$ cat config.mk
export PLATFORM = sky130hd
export DESIGN_NAME = convclk_grayffpf
export DESIGN_NICKNAME = d
export VERILOG_FILES = /design/src/rtl/convclk_grayffpf.sv
export SDC_FILE = /design/constraint.sdc
export NUM_CORES = 1
export LEC_CHECK = 0
export ABC_AREA = 1
export ABC_CLOCK_PERIOD_IN_PS = 1600
export CELL_PAD_IN_SITES_DETAIL_PLACEMENT = 0
export CELL_PAD_IN_SITES_GLOBAL_PLACEMENT = 1
export CORE_MARGIN = 4
export CORE_UTILIZATION = 35
export DETAILED_ROUTE_END_ITERATION = 7
export PLACE_DENSITY = 0.82
export SLEW_MARGIN = 20
export SYNTH_ARGS = -nofsm -noshare
export SYNTH_HDL_FRONTEND = slang
export SYNTH_SLANG_ARGS = --single-unit
$ cat constraint.sdc
create_clock -name rdclk -period 1.6 [get_ports rdclk]
set_input_delay 0.32 -clock rdclk [delete_from_list [all_inputs] [get_ports rdclk]]
set_output_delay 0.32 -clock rdclk [all_outputs]
set_load 0.1 [all_outputs]
$ cat src/rtl/convclk_grayffpf.sv
// convclk_grayffpf: read-side prefetch buffer for the gray-pointer clock-crossing FIFO.
// Ports: rdclk/rdrst (sync active-high), fiford pop request, read accepted pop,
// fifoflush shared flush, ramdata RAM return (RDLAT after read), dout/dvalid/dready
// output stream, bufcnt local occupancy, perr parity error pulse.
// Optional feature: define CONVCLK_GRAYFFPF_PAR_EN for even parity on ramdata[DATW].
module convclk_grayffpf #(
  parameter int DATW  = 8,
  parameter int RDLAT = 1
) (
  input  logic            rdclk,
  input  logic            rdrst,
  output logic            fiford,
  input  logic            read,
  input  logic            fifoflush,
`ifdef CONVCLK_GRAYFFPF_PAR_EN
  input  logic [DATW:0]   ramdata,
`else
  input  logic [DATW-1:0] ramdata,
`endif
  output logic [DATW-1:0] dout,
  output logic            dvalid,
  input  logic            dready,
  output logic [1:0]      bufcnt,
  output logic            perr
);
  localparam int DEPTH = RDLAT + 1;
  localparam int PW = $clog2(DEPTH);
  logic [RDLAT-1:0] trk;
  logic [DATW-1:0] mem [DEPTH];
  logic [PW-1:0] wp, rp;
  logic [2:0] occ;
  logic cap, pop, par_bad;
  function automatic logic [PW-1:0] nxt(input logic [PW-1:0] p);
    return (p == PW'(DEPTH - 1)) ? '0 : p + 1'b1;
  endfunction
`ifdef CONVCLK_GRAYFFPF_PAR_EN
  assign par_bad = ^ramdata;
`else
  assign par_bad = 1'b0;
`endif
  assign dvalid = bufcnt != 2'd0;
  assign dout = mem[rp];
  // In-flight words plus buffered words never exceed DEPTH, so every capture finds a free slot;
  // a pop in this cycle frees a slot early, which keeps one word per cycle under dready=1.
  always_comb begin
    cap = trk[RDLAT-1];
    pop = dvalid & dready;
    occ = 3'($countones(trk)) + 3'(bufcnt);
    fiford = ~fifoflush & ~rdrst & ((occ < 3'(DEPTH)) | pop);
  end
  always_ff @(posedge rdclk) begin
    if (rdrst) begin
      trk <= '0;
      wp <= '0;
      rp <= '0;
      bufcnt <= '0;
      perr <= 1'b0;
      for (int i = 0; i < DEPTH; i++) mem[i] <= '0;
    end else if (fifoflush) begin
      trk <= '0;
      wp <= '0;
      rp <= '0;
      bufcnt <= '0;
      perr <= 1'b0;
    end else begin
      trk <= RDLAT'({trk, read});
      if (cap) begin
        mem[wp] <= ramdata[DATW-1:0];
        wp <= nxt(wp);
      end
      if (pop) rp <= nxt(rp);
      bufcnt <= bufcnt + 2'(cap) - 2'(pop);
      perr <= cap & par_bad;
    end
  end
endmodule

==> flow_summary.toml <==
[final_layout]
multi_input_comb_area_sq_um = 344
area_growth_pct = 55.7
nNetsFinal = 152
antenna_cells = 0
drive_gt1_frac = 0.356
seq_area_sq_um = 612
fillers = 232
fin_cells = 166

[global_routing]
grt_pass1_wl_um = 3190
overflow = 0
grt_max_degree = 12
grt_pass1_vias = 729
antenna_found_initial = 0
grtUsageTotal = 0.117

[clock_network]
cts_tree = "done"
htreeDepth = 1
ctsHoldBuffers = 0
cts-root-buf = "clkbuf_4"
clkLatencyLatePin_ps = 290
cts_buffers = 3
clock_sinks = 22
cts.clk_slew.worst_paths_ps = 110
cts_buffer_depth = 2

[routing]
drt_wl_total_um = 1890
firstDrtPassIters = 4
ant_nets = 0
route.detailed.drc = 0
vias_per_cell = 4.52
vias = 751
first_iter_violations = 9
routedWlPerCell_um = 11.4

[timing]
rsz0062_at_grt = "true"
setup_viol = 0
setup_tns_ps = 0
max_freq_ghz = 0.626
hold_viol_final = 0
skew_ps = 2.19
setup_ws_ps = 3.15
fin_crit_ps = 1600
maxSlewViolCount = 0
period_share = 0.998

[die]
die_w_um = 61.4
row_count = 19
initial_core_util = 0.366
dieArea_sq_um = 3780
core_sq_um = 2730
die_y_um = 61.4
boundaryPins = 26

[logic_synthesis]
synth_largest_area_cell = "edfxtp_1"
synth_top_family_by_area = "simple AND/OR/NAND/NOR gates"
synth_cell_type_count = 17
syn_avg_cell_area_sq_um = 10.2
synthCells = 98
yosysWarnings = 0
synth-seq-cells = 22
synthAdderAreaFrac = 0.0250
syn_area_sq_um = 1000
synth_compound_area_frac = 0.0100
synthTopCellsByArea = "edfxtp_1, dfxtp_1, mux2_2, nor2_1, inv_1"
synth_top_area_share = 0.481
synth-simple-area-share = 0.180
synth_mux_area_frac = 0.0901
synth_xor_xnor_area_share = 0
syn-num-nets = 113
yosysSeqAreaShare = 0.601

[setup_path]
timing.rr.start = "bufcnt[0]"
cp.required_ps = 1280
endpoint = "dout[1]"
crit_path_start_kind = "flip-flop"
r2r_slack_ps = 180
crit-reg2reg-capture = "bufcnt[1]"
slowest_delay_ps = 430
ff2ff_path_depth = 10
path_max_fanout = 8
worstSetupEndpointType = "output port"
cp_slowest_cell = "dfxtp_4"
path_cells = "mux2_2 -> buf_12"
critPathArrivalTime_ps = 1280
path_class = "flip-flop to output port"

[place]
gp_congestion = 0.760
io_buffers = 24
dp_slack_ps = -229
dp_cells = 161
dp_hpwl_um = 1530

[power]
max-vdd-ir-drop_uv = 394
power.leakage_uw = 0.000699
powerDensity_nw_per_um2 = 724

[worst_hold_path]
worst_hold_path_type = "flip-flop to flip-flop"

[outcome]
status = "completed"

[job]
drv_cap = 0
[metrics by stage]
stage | instance area, sq um | power [uW] | hold slack (ps) | util
floorplan | 1050 | 791 | 432 | -
global placement | 1520 | 904 | 489 | 0.554
detailed placement | 1520 | 908 | 493 | 0.554
CTS | 1540 | 1140 | 521 | 0.564
global route | 1560 | 1180 | 539 | 0.569
finish | 1560 | 1130 | 515 | 0.569
[worst min path at each step]
| stage | from | depth (start not counted) | slack, ps | end |
|---|---|---|---|---|
| floorplan | read | 2 | 430 | cap |
| global route | read | 3 | 540 | cap |
| detailed placement | rp | 2 | 490 | flip-flop |
| CTS | wp | 2 | 520 | wp |
| finish | rp | 2 | 510 | flip-flop |
| global placement | rp | 2 | 490 | rp |
[worst max-delay path, delay by kind of cell (launching register included)]
family / cells / cell delay (ps)
buf+inv: 1 / 170
flops: 1 / 430
mux: 1 / 380
[repair_timing]
action,4_1_cts,5_1_grt
pin swaps,1,0
setup endpoints to repair,9,9
buffers inserted,0,2
gates resized for setup,6,0
[per-layer routing]
| layer | vias to the layer above | GRT usage | part of all wire |
|---|---|---|---|
| met1 | 343 | 0.129 | 0.40 |
| met2 | 22 | 0.211 | 0.52 |
| met3 | 2 | 0.0335 | 0.071 |
| met5 | - | 0 | 0 |
| met4 | 0 | 0.0455 | 0.010 |
| li1 | 384 | - | - |
[cell type report]
class                   instances  share of cell area
inverters                      19              0.0490
flip-flops and latches         22               0.393
repair buffers                 36               0.297
well taps                      31              0.0249
multi-input cells              55               0.221
clock buffers                   3              0.0145
[registers in the layout, indices dropped and copies added (netlist names), named ones only]
signal,flops
rp,1
mem,16
cap,1
wp,1
bufcnt,2
[logic make-up (layout without fill, tap and decap cells)]
group | after synthesis | in the layout
adder cells (fa/ha/maj) | 2 | 2
other | 1 | 1
AO/OA/AOI/OAI | 2 | 2
multiplexers | 8 | 8
AND/OR/NAND/NOR | 42 | 42
flip-flops | 22 | 22
buffers and inverters | 21 | 58
[synth_stat cells]
| cell type | n |
|---|---|
| nor2_1 | 24 |
| inv_1 | 18 |
| edfxtp_1 | 16 |
| nand2_1 | 11 |
| mux2_2 | 8 |
| dfxtp_1 | 6 |
| nand3_1 | 3 |
| a21oi_1 | 2 |
| ha_1 | 2 |
| buf_4 | 1 |
| buf_6 | 1 |
| conb_1 | 1 |
| inv_2 | 1 |
| nand2_2 | 1 |
| nand3_2 | 1 |
| nor2_2 | 1 |
| nor2_4 | 1 |
[power by group]
| group | total [uW] | switching (uW) | internal, uW |
|---|---|---|---|
| logic | 260 | 154 | 106 |
| clock network | 236 | 149 | 87.7 |
| registers | 631 | 8.43 | 623 |
[placed cells by master, fill, tap and decap left out]
cell type and n:
dlygate4sd2_1 3, buf_12 13, nand3_1 3, nand2_1 9, nand2_4 1, nor2_1 24, a21oi_4 1, dfxtp_1 3
ha_1 2, mux2_2 8, nor2_2 1, nand2_8 1, inv_1 16, inv_4 2, dfxtp_4 3, nand3_2 1
buf_4 10, inv_2 1, clkbuf_4 3, conb_1 1, nand2_2 1, edfxtp_1 16, buf_6 1, a21oi_1 1
nor2_4 1, clkdlybuf4s50_1 9
Power figures use the tool's default switching activity.
